--- src/rtl/fetch_pkg.sv ---
// Shared definitions for the fetch bundler and its lane store.
//   LANES_DEFAULT : default bundle width (matches the decode register)
//   NOP_INSTR     : padding word used for lanes below an aligned redirect target
//   SLOT_W        : lane-index width for the default bundle width
//   fetch_state_t : controller states
package fetch_pkg;

  localparam int unsigned LANES_DEFAULT = 8;
  localparam logic [31:0] NOP_INSTR     = 32'h0000_0000;
  localparam int unsigned SLOT_W        = $clog2(LANES_DEFAULT);

  typedef enum logic [1:0] {
    IDLE = 2'd0,
    FILL = 2'd1,
    HOLD = 2'd2
  } fetch_state_t;

endpackage

--- src/rtl/fetch_lane_store.sv ---
// LANES x (instruction, pc) register array feeding the bundle outputs.
// Ports:
//   clk        : clock
//   clr        : synchronous bulk clear of every lane (highest priority)
//   pad        : load lanes 0..pad_k-1 with NOP and PCs pad_base+4i
//   pad_k      : number of lanes to pad
//   pad_base   : PC of lane 0 when padding
//   we         : write wr_instr/wr_pc into lane 'slot'
//   slot       : lane index for we
//   wr_instr   : instruction word to store
//   wr_pc      : PC of that word
//   instr_bus  : lane i instruction at [32i+31:32i]
//   pc_bus     : lane i PC, same packing
module fetch_lane_store
  import fetch_pkg::*;
#(
  parameter int unsigned LANES = LANES_DEFAULT
) (
  input  logic                       clk,
  input  logic                       clr,
  input  logic                       pad,
  input  logic [$clog2(LANES)-1:0]   pad_k,
  input  logic [31:0]                pad_base,
  input  logic                       we,
  input  logic [$clog2(LANES)-1:0]   slot,
  input  logic [31:0]                wr_instr,
  input  logic [31:0]                wr_pc,
  output logic [LANES*32-1:0]        instr_bus,
  output logic [LANES*32-1:0]        pc_bus
);

  localparam int unsigned SW = $clog2(LANES);

  logic [31:0] instr_q [LANES];
  logic [31:0] pc_q    [LANES];

  // Lane storage: clear beats pad beats single-lane write.
  always_ff @(posedge clk) begin
    if (clr) begin
      for (int i = 0; i < int'(LANES); i++) begin
        instr_q[i] <= 32'h0;
        pc_q[i]    <= 32'h0;
      end
    end else if (pad) begin
      for (int i = 0; i < int'(LANES); i++) begin
        if (SW'(i) < pad_k) begin
          instr_q[i] <= NOP_INSTR;
          pc_q[i]    <= pad_base + 32'(4 * i);
        end
      end
    end else if (we) begin
      instr_q[slot] <= wr_instr;
      pc_q[slot]    <= wr_pc;
    end
  end

  // Flatten the arrays onto the output buses.
  for (genvar g = 0; g < int'(LANES); g++) begin : g_flat
    assign instr_bus[32*g +: 32] = instr_q[g];
    assign pc_bus[32*g +: 32]    = pc_q[g];
  end

endmodule

--- src/rtl/fetch_bundler.sv ---
// Fetch-side producer: pulls one instruction word per cycle and packs LANES
// consecutive words with their PCs into a bundle offered to decode via
// valid/ready. A redirect discards in-flight work and restarts at the target.
// Optional feature macro: FETCH_BUNDLER_ALIGN_EN (pad lanes below the redirect
// target with NOPs so lane i always holds a PC whose index bits equal i).
// Ports:
//   clk, CLRn                : clock, synchronous active-low reset
//   fetch_en                 : permits instruction-memory requests
//   redirect, redirect_pc    : one-cycle redirect pulse and its target
//   imem_req, imem_addr      : combinational word request and address
//   imem_data, imem_valid    : same-cycle response, low valid = wait state
//   InstrF_bus, PC_bus       : registered bundle contents
//   bundle_valid             : registered bundle-valid
//   bundle_ready             : decode accepts this cycle
module fetch_bundler
  import fetch_pkg::*;
#(
  parameter int unsigned LANES    = LANES_DEFAULT,
  parameter logic [31:0] RESET_PC = 32'h0000_0000
) (
  input  logic                 clk,
  input  logic                 CLRn,
  input  logic                 fetch_en,
  input  logic                 redirect,
  input  logic [31:0]          redirect_pc,
  output logic                 imem_req,
  output logic [31:0]          imem_addr,
  input  logic [31:0]          imem_data,
  input  logic                 imem_valid,
  output logic [LANES*32-1:0]  InstrF_bus,
  output logic [LANES*32-1:0]  PC_bus,
  output logic                 bundle_valid,
  input  logic                 bundle_ready
);

  localparam int unsigned SW = $clog2(LANES);
  localparam logic [SW-1:0] LAST_SLOT = SW'(LANES - 1);

  fetch_state_t   state_q, state_d;
  logic [31:0]    fetch_pc_q, fetch_pc_d;
  logic [SW-1:0]  slot_q, slot_d;
  logic           we;
  logic           pad;
  logic [SW-1:0]  pad_k;
  logic [31:0]    pad_base;

  // Request is combinational so a word can be accepted in the same cycle.
  always_comb begin
    imem_req  = (state_q == FILL) && fetch_en;
    imem_addr = fetch_pc_q;
  end

  // Next-state, fetch pointer and lane-store controls.
  always_comb begin
    state_d    = state_q;
    fetch_pc_d = fetch_pc_q;
    slot_d     = slot_q;
    we         = 1'b0;
    pad        = 1'b0;
    pad_k      = '0;
    pad_base   = 32'h0;

    if (redirect) begin
      // Any word returned this cycle is dropped; partial/held bundle discarded.
      fetch_pc_d = redirect_pc & ~32'h3;
      slot_d     = '0;
      state_d    = fetch_en ? FILL : IDLE;
`ifdef FETCH_BUNDLER_ALIGN_EN
      slot_d     = redirect_pc[SW+1:2];
      pad        = 1'b1;
      pad_k      = redirect_pc[SW+1:2];
      pad_base   = redirect_pc & ~32'(LANES * 4 - 1);
`endif
    end else begin
      unique case (state_q)
        IDLE: begin
          if (fetch_en) state_d = FILL;
        end
        FILL: begin
          if (imem_req && imem_valid) begin
            we         = 1'b1;
            fetch_pc_d = fetch_pc_q + 32'd4;
            if (slot_q == LAST_SLOT) begin
              slot_d  = '0;
              state_d = HOLD;
            end else begin
              slot_d = slot_q + SW'(1);
            end
          end
        end
        HOLD: begin
          if (bundle_ready) state_d = FILL;
        end
        default: state_d = IDLE;
      endcase
    end
  end

  // Controller state register.
  always_ff @(posedge clk) begin
    if (!CLRn) begin
      state_q      <= IDLE;
      fetch_pc_q   <= RESET_PC;
      slot_q       <= '0;
      bundle_valid <= 1'b0;
    end else begin
      state_q      <= state_d;
      fetch_pc_q   <= fetch_pc_d;
      slot_q       <= slot_d;
      bundle_valid <= (state_d == HOLD);
    end
  end

  fetch_lane_store #(
    .LANES (LANES)
  ) u_store (
    .clk       (clk),
    .clr       (!CLRn),
    .pad       (pad),
    .pad_k     (pad_k),
    .pad_base  (pad_base),
    .we        (we),
    .slot      (slot_q),
    .wr_instr  (imem_data),
    .wr_pc     (fetch_pc_q),
    .instr_bus (InstrF_bus),
    .pc_bus    (PC_bus)
  );

endmodule
--- config.mk ---
export PLATFORM = sky130hd
export DESIGN_NAME = fetch_bundler
export DESIGN_NICKNAME = d
export VERILOG_FILES = /design/src/rtl/fetch_pkg.sv /design/src/rtl/fetch_lane_store.sv /design/src/rtl/fetch_bundler.sv
export SDC_FILE = /design/constraint.sdc
export NUM_CORES = 1
export LEC_CHECK = 0
export BUFFER_PORTS_ARGS = -buffer_cell sky130_fd_sc_hd__buf_4
export CAP_MARGIN = 10
export CORE_AREA = 2 2 238 240
export DETAILED_ROUTE_END_ITERATION = 10
export DIE_AREA = 0 0 240 242
export GPL_ROUTABILITY_DRIVEN = 0
export GPL_TIMING_DRIVEN = 0
export HOLD_SLACK_MARGIN = 0.08
export PLACE_DENSITY = 0.72
export SLEW_MARGIN = 25
export SYNTH_ARGS = -nofsm -noshare
export SYNTH_HDL_FRONTEND = slang
export SYNTH_SLANG_ARGS = --single-unit
--- constraint.sdc ---
create_clock -name clk -period 21.3 [get_ports clk]
set_clock_uncertainty 0.1 [all_clocks]
set_input_delay 3.195 -clock clk [delete_from_list [all_inputs] [get_ports clk]]
set_output_delay 3.195 -clock clk [all_outputs]
set_load 0.01 [all_outputs]
==> results of run 1 <==
==> cell families after synthesis <==
logic type      Yosys count
buf+inv                 126
xor+xnor                 10
flops                   532
simple gates            624
compound gates           81
other cells               1
fa+ha+maj                 3
==> cell type report <==
class | count | area [um^2] | area share (%)
Sequential cell | 532 | 15600 | 54.8
Timing Repair Buffer | 613 | 4840 | 17.0
Multi-Input combinational cell | 736 | 4650 | 16.3
Clock buffer | 72 | 1480 | 5.20
Tap cell | 756 | 946 | 3.32
Buffer | 118 | 549 | 1.93
Clock inverter | 34 | 367 | 1.29
Inverter | 8 | 30.0 | 0.105
Antenna cell | 1 | 2.50 | 0.00878
==> state kept, by name, indices dropped and copies added, names as in the netlist <==
signal           flops
state_q              2
u_store.pc_q       240
imem_addr           30
u_store.instr_q    256
slot_q               3
bundle_valid         1
==> Yosys cell counts, drive strengths merged, types with 2 or more instances <==
| master | n | area share, % |
|---|---|---|
| a221o | 2 | 0.097 |
| o211a | 3 | 0.15 |
| o31ai | 8 | 0.29 |
| nand4 | 11 | 0.47 |
| dfxtp | 36 | 3.5 |
| or3 | 4 | 0.15 |
| a31oi | 12 | 0.36 |
| and4 | 4 | 0.17 |
| nor3b | 2 | 0.073 |
| edfxtp | 496 | 72 |
| buf | 26 | 0.89 |
| a21oi | 16 | 0.39 |
| nor4b | 2 | 0.16 |
| o21a | 2 | 0.073 |
| nand2 | 24 | 0.45 |
| and2 | 460 | 14 |
| and3 | 2 | 0.060 |
| nor4 | 32 | 1.0 |
| nand3 | 13 | 0.31 |
| o21ai | 29 | 0.70 |
| inv | 7 | 0.13 |
| o311a | 2 | 0.097 |
| nor2 | 16 | 0.29 |
| or4 | 10 | 0.38 |
| nand2b | 10 | 0.30 |
| nor3 | 28 | 0.68 |
| ha | 3 | 0.18 |
| clkbuf | 91 | 1.7 |
| a211oi | 3 | 0.11 |
| xnor2 | 9 | 0.38 |
==> worst max-delay path, stage by stage <==
cell     delay [ns]
buf_4          0.13
and3b_1        0.16
buf_4          0.15
==> per-stage QoR <==
step / utilization [%] / setup WS, ns / instances
after floorplan: - / 12.34 / 1394
after global placement: 46.9 / 7.88 / 2745
after detailed placement: 47.8 / 14.17 / 2763
after CTS: 51.1 / 14.37 / 2869
after global routing: 51.1 / 14.36 / 2869
final: 51.1 / 14.37 / 2870
==> power breakdown <==
group          total, uW  internal [uW]  switching (uW)
logic                176           71.4             104
clock network        992            569             422
registers           1200           1180            18.9
==> final timing paths <==
kind                                                          end  slack [ns]  cells past startpoint
worst max-delay path                                     imem_req       14.37                      3
worst min-delay path                   imem_addr[17]$_SDFFE_PN0P_        0.53                      2
worst max register to register  u_store.pc_q[3][20]$_SDFFCE_PN0P_       17.27                      6
worst min register to register         imem_addr[17]$_SDFFE_PN0P_        0.53                      2
==> routing by layer <==
layer / vias up / routed length (um) / part of all wire (%) / track usage (%)
li1: 6275 / - / - / -
met1: 7031 / 27300 / 38 / 29.3
met2: 727 / 35400 / 50 / 40.9
met3: 112 / 6320 / 8.9 / 5.72
met4: 0 / 1850 / 2.6 / 6.32
met5: - / 0 / 0 / 0
==> impl_metrics.tcl, run 1 <==
set metrics [dict create \
    power_density_nw_per_um2 82.9 \
    fin_nets 2138 \
    hold-worst-slack_ns 0.532 \
    root_buffer "clkbuf_16" \
    dr.first_iter.drc_count 1090 \
    syn_inst 1377 \
    slew_violations 0 \
    die_area_um2 58100 \
    area_growth_pct 37.8 \
    synth.mux.area_fraction_pct 0 \
    synth_top_family_by_area "simple AND/OR/NAND/NOR gates" \
    synthFlopType "edfxtp_1" \
    synth_xor_xnor_area_share_pct 0.423 \
    place_area_um2 26600 \
    drcViolationCount 0 \
    max-slew-margin-rel_pct 30.0 \
    grt_max_degree 37 \
    finalHoldViolations 0 \
    mostFrequentLayoutCell "buf_4" \
    die_y_um 242 \
    core_area_um2 55700 \
    synth_compound_area_share_pct 2.44 \
    postCtsHoldBufs 0 \
    start_util_pct 37.1 \
    cts.path.max_buffers 3 \
    path_clk_slew_ns 0.06 \
    critPathLaunchType "input pin" \
    io_buffers 595 \
    cts_inserted_buffers 56 \
    dp_hpwl_mm 51.5 \
    max_freq_mhz 144 \
    wire_per_inst_um 24.7 \
    ys_seq_area_share_pct 75.5 \
    cts_tree "done" \
    nFillCells 4739 \
    synthArstFlopShare_pct 0 \
    end_kind "output pin" \
    vias 14145 \
    min_path_type "flop to flop" \
    final.setup.tns_ns 0 \
    synth-simple-area-share_pct 18.6 \
    clkLatencyLatePin_ns 0.61 \
    hold_start "imem_addr[17]$_SDFFE_PN0P_" \
    synth_cell_types 57 \
    gr-usage-all-layers_pct 23.6 \
    ios 616 \
    grt_pass1_vias 13851 \
    outcome "completed" \
    via_per_inst 4.93 \
    drive_above_1_share_pct 35.4 \
    grt_antenna_before_repair 2 \
    design_area_um2 28500 \
    synth_edf_count 496 \
    vdd_drop_max_v 0.0000628 \
    maxCapViolations 0 \
    wirelength_mm 70.9 \
    drt_first_pass_iters 6 \
    synth-adder-area-share_pct 0.181 \
    die_w_um 240 \
    syn_avg_cell_area_um2 15.0 \
    finalCritPeriodShare_pct 32.5 \
    power_uw 2360 \
    ys_seq_elements 532 \
    mostFrequentLayoutCells "618 x buf_4, 496 x edfxtp_1, 458 x and2_1, 103 x clkbuf_1, 57 x clkbuf_16" \
    cts_sinks 532 \
    p_leak_uw 0.0115 \
    rsz0062_at_grt "no" \
    startpoint "fetch_en" \
    grt_pass1_wl_mm 98.7 \
    syn-cell-area_um2 20700 \
    critical_path.max_fanout 6 \
    grt_overflow 0 \
    fp-row-count 87 \
    cp.arrival_ns 3.63 \
    path_class "input pin to output pin" \
    worst_pin_slew_ns 1.05 \
    r2r-start "slot_q[0]$_SDFFE_PP0N_" \
    htreeDepth 2 \
    fin_crit_ns 6.93 \
    setup_viol 0 \
    crit_required_ns 18.01 \
    cts_resized 0 \
    cts_setup_buffers 0 \
    ys_warn_count 0 \
    ant_nets 0 \
]
Note: power is estimated with default switching activity, not from simulation.
==> run 2, diff against run 1 <==
--- a/config.mk
+++ b/config.mk
@@ -13,7 +13,7 @@
 export GPL_ROUTABILITY_DRIVEN = 0
 export GPL_TIMING_DRIVEN = 0
 export HOLD_SLACK_MARGIN = 0.08
-export PLACE_DENSITY = 0.72
+export PLACE_DENSITY = 0.74
 export SLEW_MARGIN = 25
 export SYNTH_ARGS = -nofsm -noshare
 export SYNTH_HDL_FRONTEND = slang
==> constraint.sdc (replaced) <==
create_clock -name clk -period 5.8 [get_ports clk]
set_clock_uncertainty 0.1 [all_clocks]
set_input_delay 0.87 -clock clk [delete_from_list [all_inputs] [get_ports clk]]
set_output_delay 0.87 -clock clk [all_outputs]
set_load 0.01 [all_outputs]
==> run 2 against run 1 <==
Effect of this change:
- final area fell by 0.81%
- count of clock-buffer cells in the layout fell by 2
- critical endpoint is now u_store.pc_q[3][25]$_SDFFCE_PN0P_
- first-iteration DRC count fell by 8.4%
- clock power rose to 3.4 times the previous value
- sequential power rose to 3.7 times the previous value
- global-route usage rose by 0.36 points
- hold slack got worse by 0.14 ns
- die area did not move
==> impl_metrics.tcl, run 2 (same netlist as run 1, synthesis figures left out) <==
set metrics [dict create \
    outcome "completed" \
    wire_per_inst_um 24.8 \
    setup_viol 0 \
    r2r-start "slot_q[0]$_SDFFE_PP0N_" \
    grt_util_met3_pct 5.30 \
    largest_register_ffs 256 \
    htreeDepth 2 \
    use_met2_pct 40.5 \
    crit_required_ns 5.96 \
    ios 616 \
    cts_setup_buffers 0 \
    core_area_um2 55700 \
    path_class "flop to flop" \
    seqCellArea_um2 15600 \
    maxCapViolations 0 \
    root_buffer "clkbuf_16" \
    drive_above_1_share_pct 34.7 \
    vias 14190 \
    rsz0062_at_grt "no" \
    critPathLaunchType "flop" \
    via_per_inst 4.96 \
    min_path_cells 2 \
    utilization_pct 50.7 \
    critical_path.max_fanout 35 \
    dpl_worst_slack_ns 0.883 \
    path_clk_slew_ns 0.07 \
    drcViolationCount 0 \
    min_path_type "input pin to flop" \
    max_freq_mhz 237 \
    die_y_um 242 \
    power_density_nw_per_um2 296 \
    p_leak_uw 0.0114 \
    worst_pin_slew_ns 1.06 \
    wirelength_mm 71.1 \
    grt_overflow 0 \
    grt.busiest_layer "met2" \
    startpoint "slot_q[0]$_SDFFE_PP0N_" \
    fin_ws_ns 1.59 \
    final-instance-count-excl-fill 2861 \
    hold-worst-slack_ns 0.394 \
    finalCritPeriodShare_pct 72.6 \
    postCtsHoldBufs 0 \
    mostFrequentLayoutCells "617 x buf_4, 496 x edfxtp_1, 458 x and2_1, 104 x clkbuf_1, 55 x clkbuf_16" \
    fin_crit_ns 4.21 \
    ant_nets 0 \
    cts_resized 0 \
    grtUsageMet1_pct 29.7 \
    endpoint "u_store.pc_q[3][25]$_SDFFCE_PN0P_" \
    die_area_um2 58100 \
    regMostFlops "u_store.instr_q" \
    cts_sinks 532 \
    cts_tree "done" \
    place_area_um2 26600 \
    cts.path.max_buffers 3 \
    finalHoldViolations 0 \
    cts_inserted_buffers 54 \
    grt_pass1_vias 14208 \
    area_growth_pct 36.6 \
    gr-usage-all-layers_pct 23.9 \
    max-slew-margin-rel_pct 29.6 \
    end_kind "flop" \
    dpl.cell_count 2762 \
    grt_pass1_wl_mm 100 \
    die_w_um 240 \
    dp_hpwl_mm 51.7 \
    clkLatencyLatePin_ns 0.61 \
    io_buffers 595 \
    nFillCells 4752 \
    fp-row-count 87 \
    vdd_drop_max_v 0.000242 \
    grt_max_degree 39 \
    drt_first_pass_iters 6 \
    grt_antenna_before_repair 3 \
    multi_input_area_um2 4630 \
    reg2reg_slack_ns 1.59 \
    slew_violations 0 \
    start_util_pct 37.1 \
    reg2regPathDepth 6 \
    reg2reg_to "u_store.pc_q[3][25]$_SDFFCE_PN0P_" \
    cp.arrival_ns 4.38 \
    dr.first_iter.drc_count 998 \
    mostFrequentLayoutCell "buf_4" \
    fin_nets 2135 \
    design_area_um2 28300 \
]
run 2: routing by layer:
| metal | vias to the layer above | wire [um] |
|---|---|---|
| li1 | 6256 | - |
| met5 | - | 0 |
| met3 | 131 | 5670 |
| met1 | 7062 | 27500 |
| met2 | 741 | 35200 |
| met4 | 0 | 2720 |
run 2: worst min-delay path by stage:
stage / start / endpoint
2_1_floorplan: state_q[0]$_SDFF_PN0_ / bundle_valid$_SDFF_PN0_
6_report: redirect_pc[2] / imem_addr[2]$_SDFFE_PN0P_
5_1_grt: redirect_pc[2] / imem_addr[2]$_SDFFE_PN0P_
4_1_cts: redirect_pc[2] / imem_addr[2]$_SDFFE_PN0P_
3_3_place_gp: imem_addr[28]$_SDFFE_PN0P_ / imem_addr[28]$_SDFFE_PN0P_
3_5_place_dp: imem_addr[28]$_SDFFE_PN0P_ / imem_addr[28]$_SDFFE_PN0P_
run 2: cell type report:
cell class	instances	share of cell area, %
timing repair buffer	612	17.1
buffer	118	1.94
multi-input combinational	736	16.4
clock buffer	70	5.07
antenna	3	0.0266
sequential	532	55.3
clock inverter	26	0.744
tap	756	3.35
inverter	8	0.106
run 2: power by group:
part / leakage (uW) / internal [uW] / switching (uW)
Clock: 0.000793 / 1870 / 1470
Sequential: 0.00539 / 4320 / 73.7
Combinational: 0.00524 / 262 / 379
Total: 0.0114 / 6450 / 1930
run 2: per-stage QoR:
step	power [uW]	setup TNS (ns)
floorplan	4680	-103.57
global placement	5100	-993.31
detailed placement	5120	0
CTS	8420	0
global route	8600	0
finish	8380	0
run 2: critical path, stage by stage, from the launching register on:
cell and delay, ns:
dfxtp_1 0.35, clkbuf_1 0.44, nand2_1 0.37, nor3_1 0.81
clkbuf_1 0.78, nand2b_4 0.65, buf_16 0.30
==> run 3, diff against run 2 <==
--- a/config.mk
+++ b/config.mk
@@ -5,15 +5,16 @@
 export SDC_FILE = /design/constraint.sdc
 export NUM_CORES = 1
 export LEC_CHECK = 0
+export ABC_AREA = 1
 export BUFFER_PORTS_ARGS = -buffer_cell sky130_fd_sc_hd__buf_4
 export CAP_MARGIN = 10
-export CORE_AREA = 2 2 238 240
+export CORE_AREA = 2 2 239 241
 export DETAILED_ROUTE_END_ITERATION = 10
-export DIE_AREA = 0 0 240 242
+export DIE_AREA = 0 0 241 243
 export GPL_ROUTABILITY_DRIVEN = 0
 export GPL_TIMING_DRIVEN = 0
 export HOLD_SLACK_MARGIN = 0.08
-export PLACE_DENSITY = 0.74
+export PLACE_DENSITY = 0.7
 export SLEW_MARGIN = 25
 export SYNTH_ARGS = -nofsm -noshare
 export SYNTH_HDL_FRONTEND = slang
==> constraint.sdc (replaced) <==
create_clock -name clk -period 3.95 [get_ports clk]
set_clock_uncertainty 0.1 [all_clocks]
set_input_delay 0.5925 -clock clk [delete_from_list [all_inputs] [get_ports clk]]
set_output_delay 0.5925 -clock clk [all_outputs]
set_load 0.01 [all_outputs]
==> run 3 against run 2 <==
Effect of this change:
- power increased by 46%
- wire length decreased by 5.2%
- utilization decreased by 2.2 points
- largest cell class unchanged
- synthesized cell count increased by 11%
- final cell count increased by 4.9%
- area after synthesis decreased by 4.5%
- first-iteration DRC count increased by 35%
- sequential power increased by 46%
- fmax increased by 30%
- combinational power increased by 43%
- non-clock buffer count decreased by 46
- register-to-register slack got worse by 0.88 ns
==> impl_metrics.tcl, run 3 <==
set metrics [dict create \
    outcome "completed" \
    yosysMostFrequentCell "nor2_1" \
    wirelength_mm 67.4 \
    ys_seq_area_share_pct 79.1 \
    end_kind "flop" \
    rsz0062_at_grt "no" \
    area_growth_pct 37.5 \
    p_leak_uw 0.0113 \
    cts.path.max_buffers 3 \
    mostFrequentLayoutCell "buf_4" \
    fin_crit_ns 3.25 \
    via_per_inst 4.85 \
    cts_setup_buffers 0 \
    clkPwrFrac_pct 40.1 \
    die_y_um 243 \
    maxCapViolations 0 \
    cts_resized 0 \
    die_w_um 241 \
    grt_max_degree 45 \
    min_path_type "input pin to flop" \
    htreeDepth 2 \
    ys_seq_elements 532 \
    p_int_uw 9490 \
    slew_violations 0 \
    postCtsHoldBufs 0 \
    synth_cell_types 27 \
    setup_viol 0 \
    synth_top_cell_by_area "edfxtp_1" \
    drcViolationCount 0 \
    cts_tree "done" \
    vdd_drop_max_v 0.000324 \
    ant_nets 0 \
    io_buffers 595 \
    final.setup.tns_ns 0 \
    netlist_top_cells_area "edfxtp_1 75%, nor2_1 10%, dfxtp_1 3.6%" \
    worst_pin_slew_ns 0.768 \
    dpl.cell_count 2904 \
    wire_per_inst_um 22.5 \
    path_clk_slew_ns 0.06 \
    largest_register_ffs 256 \
    synth_top_area_share_pct 75.4 \
    vias 14556 \
    grt_antenna_before_repair 2 \
    start_util_pct 35.3 \
    max-slew-margin-rel_pct 48.8 \
    path_class "flop to flop" \
    grt_overflow 0 \
    ios 616 \
    ys_warn_count 0 \
    cts_sinks 532 \
    syn-cell-area_um2 19800 \
    grt_pass1_wl_mm 94.9 \
    fin_nets 2276 \
    cts_inserted_buffers 53 \
    gr-usage-all-layers_pct 22.3 \
    core_area_um2 56000 \
    cp.arrival_ns 3.41 \
    dp_hpwl_mm 48.3 \
    nFillCells 4914 \
    ys_top_cells_by_count "548 x nor2_1, 496 x edfxtp_1, 144 x nand2_1, 72 x inv_1, 51 x buf_2" \
    max_freq_mhz 308 \
    drt_first_pass_iters 5 \
    finalHoldViolations 0 \
    p_sw_share_pct 22.6 \
    regMostFlops "u_store.instr_q" \
    dr.first_iter.drc_count 1343 \
    critical_path.max_fanout 32 \
    syn_avg_cell_area_um2 12.9 \
    synthArstFlopShare_pct 0 \
    seqPwrFrac_pct 52.4 \
    root_buffer "clkbuf_16" \
    syn_inst 1528 \
    power_density_nw_per_um2 452 \
    die_area_um2 58600 \
    synth_edf_count 496 \
    finalCritPeriodShare_pct 82.2 \
    critPathLaunchType "flop" \
    synthFlopType "edfxtp_1" \
    final-instance-count-excl-fill 3000 \
    grt_pass1_vias 14344 \
    reg2reg_slack_ns 0.70 \
    clkLatencyLatePin_ns 0.58 \
    crit_required_ns 4.11 \
    fp-row-count 87 \
    switchingPower_uw 2780 \
    drive_above_1_share_pct 34.2 \
    mostFrequentLayoutCells "613 x buf_4, 548 x nor2_1, 496 x edfxtp_1, 136 x nand2_1, 72 x inv_1" \
    comb_power_share_pct 7.5 \
]
[run 3: cell types whose count changed after synthesis, moves of 10 or more]
| cell | previous run | this run |
|---|---|---|
| and2_1 | 458 | 0 |
| buf_2 | 3 | 51 |
| clkbuf_1 | 89 | 12 |
| clkinv_1 | 1 | 23 |
| inv_1 | 7 | 72 |
| nand2_1 | 23 | 144 |
| nand2b_1 | 10 | 0 |
| nand3_1 | 13 | 25 |
| nor2_1 | 16 | 548 |
| nor3_1 | 28 | 3 |
| nor4_1 | 31 | 0 |
[run 3: metal layers]
layer  up-vias  track usage [%]  part of all wire, %  routed length [um]
li1       6439                -                    -                   -
met1      7099             27.6                   38               25400
met2       869             38.6                   50               33600
met3       149             3.93                  8.5                5740
met4         0             8.59                  3.9                2630
met5         -                0                    0                   0
[run 3: critical path, cell delays in order, from the launching register on]
cell and delay [ns]:
dfxtp_1 0.37, nand2_1 0.08, nor2_2 0.11, nand2_1 0.15, nor2_4 0.28, inv_2 0.13, nor2_4 0.16, nand2_2 0.35
buf_2 0.36, nand2_4 0.44, buf_12 0.31
[run 3: cell type report]
class | instances | area (um^2) | share of cell area [%]
inverter | 99 | 372 | 1.37
tap | 756 | 946 | 3.48
clock inverter | 25 | 228 | 0.838
sequential | 532 | 15600 | 57.5
antenna | 1 | 2.50 | 0.00921
buffer | 81 | 437 | 1.61
clock buffer | 70 | 1430 | 5.28
multi-input combinational | 833 | 3450 | 12.7
timing repair buffer | 603 | 4670 | 17.2
[run 3: cell families after synthesis]
family / count (synthesis) / synth area share [%]
xor+xnor: 10 / 0.443
simple gates: 738 / 14.5
fa+ha+maj: 3 / 0.190
compound gates: 64 / 1.70
buf+inv: 180 / 4.09
flops: 532 / 79.1
other cells: 1 / 0.0190
[run 3: stage by stage]
stage          hold slack (ns)  worst slack (ns)  area, um^2  util [%]  total power [uW]
2_1_floorplan            0.387             0.425       19800         -              6880
3_3_place_gp             0.410             -1.54       25200      45.1              7450
3_5_place_dp             0.440             0.191       25500      45.6              7470
4_1_cts                  0.163             0.666       27200      48.5             12300
5_1_grt                  0.180             0.510       27200      48.5             12600
6_report                 0.193             0.703       27200      48.5             12300
[run 3: worst paths after layout]
path / cells after the start / endpoint / startpoint
worst min-delay path: 3 / imem_addr[4]$_SDFFE_PN0P_ / redirect_pc[4]
worst max-delay path: 10 / u_store.instr_q[3][2]$_SDFFCE_PN0P_ / state_q[0]$_SDFF_PN0_
worst min register to register: 2 / slot_q[2]$_SDFFE_PP0N_ / slot_q[2]$_SDFFE_PP0N_
worst max register to register: 10 / u_store.instr_q[3][2]$_SDFFCE_PN0P_ / state_q[0]$_SDFF_PN0_
[run 3: power groups by stage]
stage / logic (uW) / registers, uW / clock network [uW]
after global routing: 971 / 6450 / 5180
after global placement: 877 / 6570 / 0
after detailed placement: 922 / 6550 / 0
final: 918 / 6430 / 4920
after floorplan: 224 / 6650 / 0
after CTS: 923 / 6430 / 4950
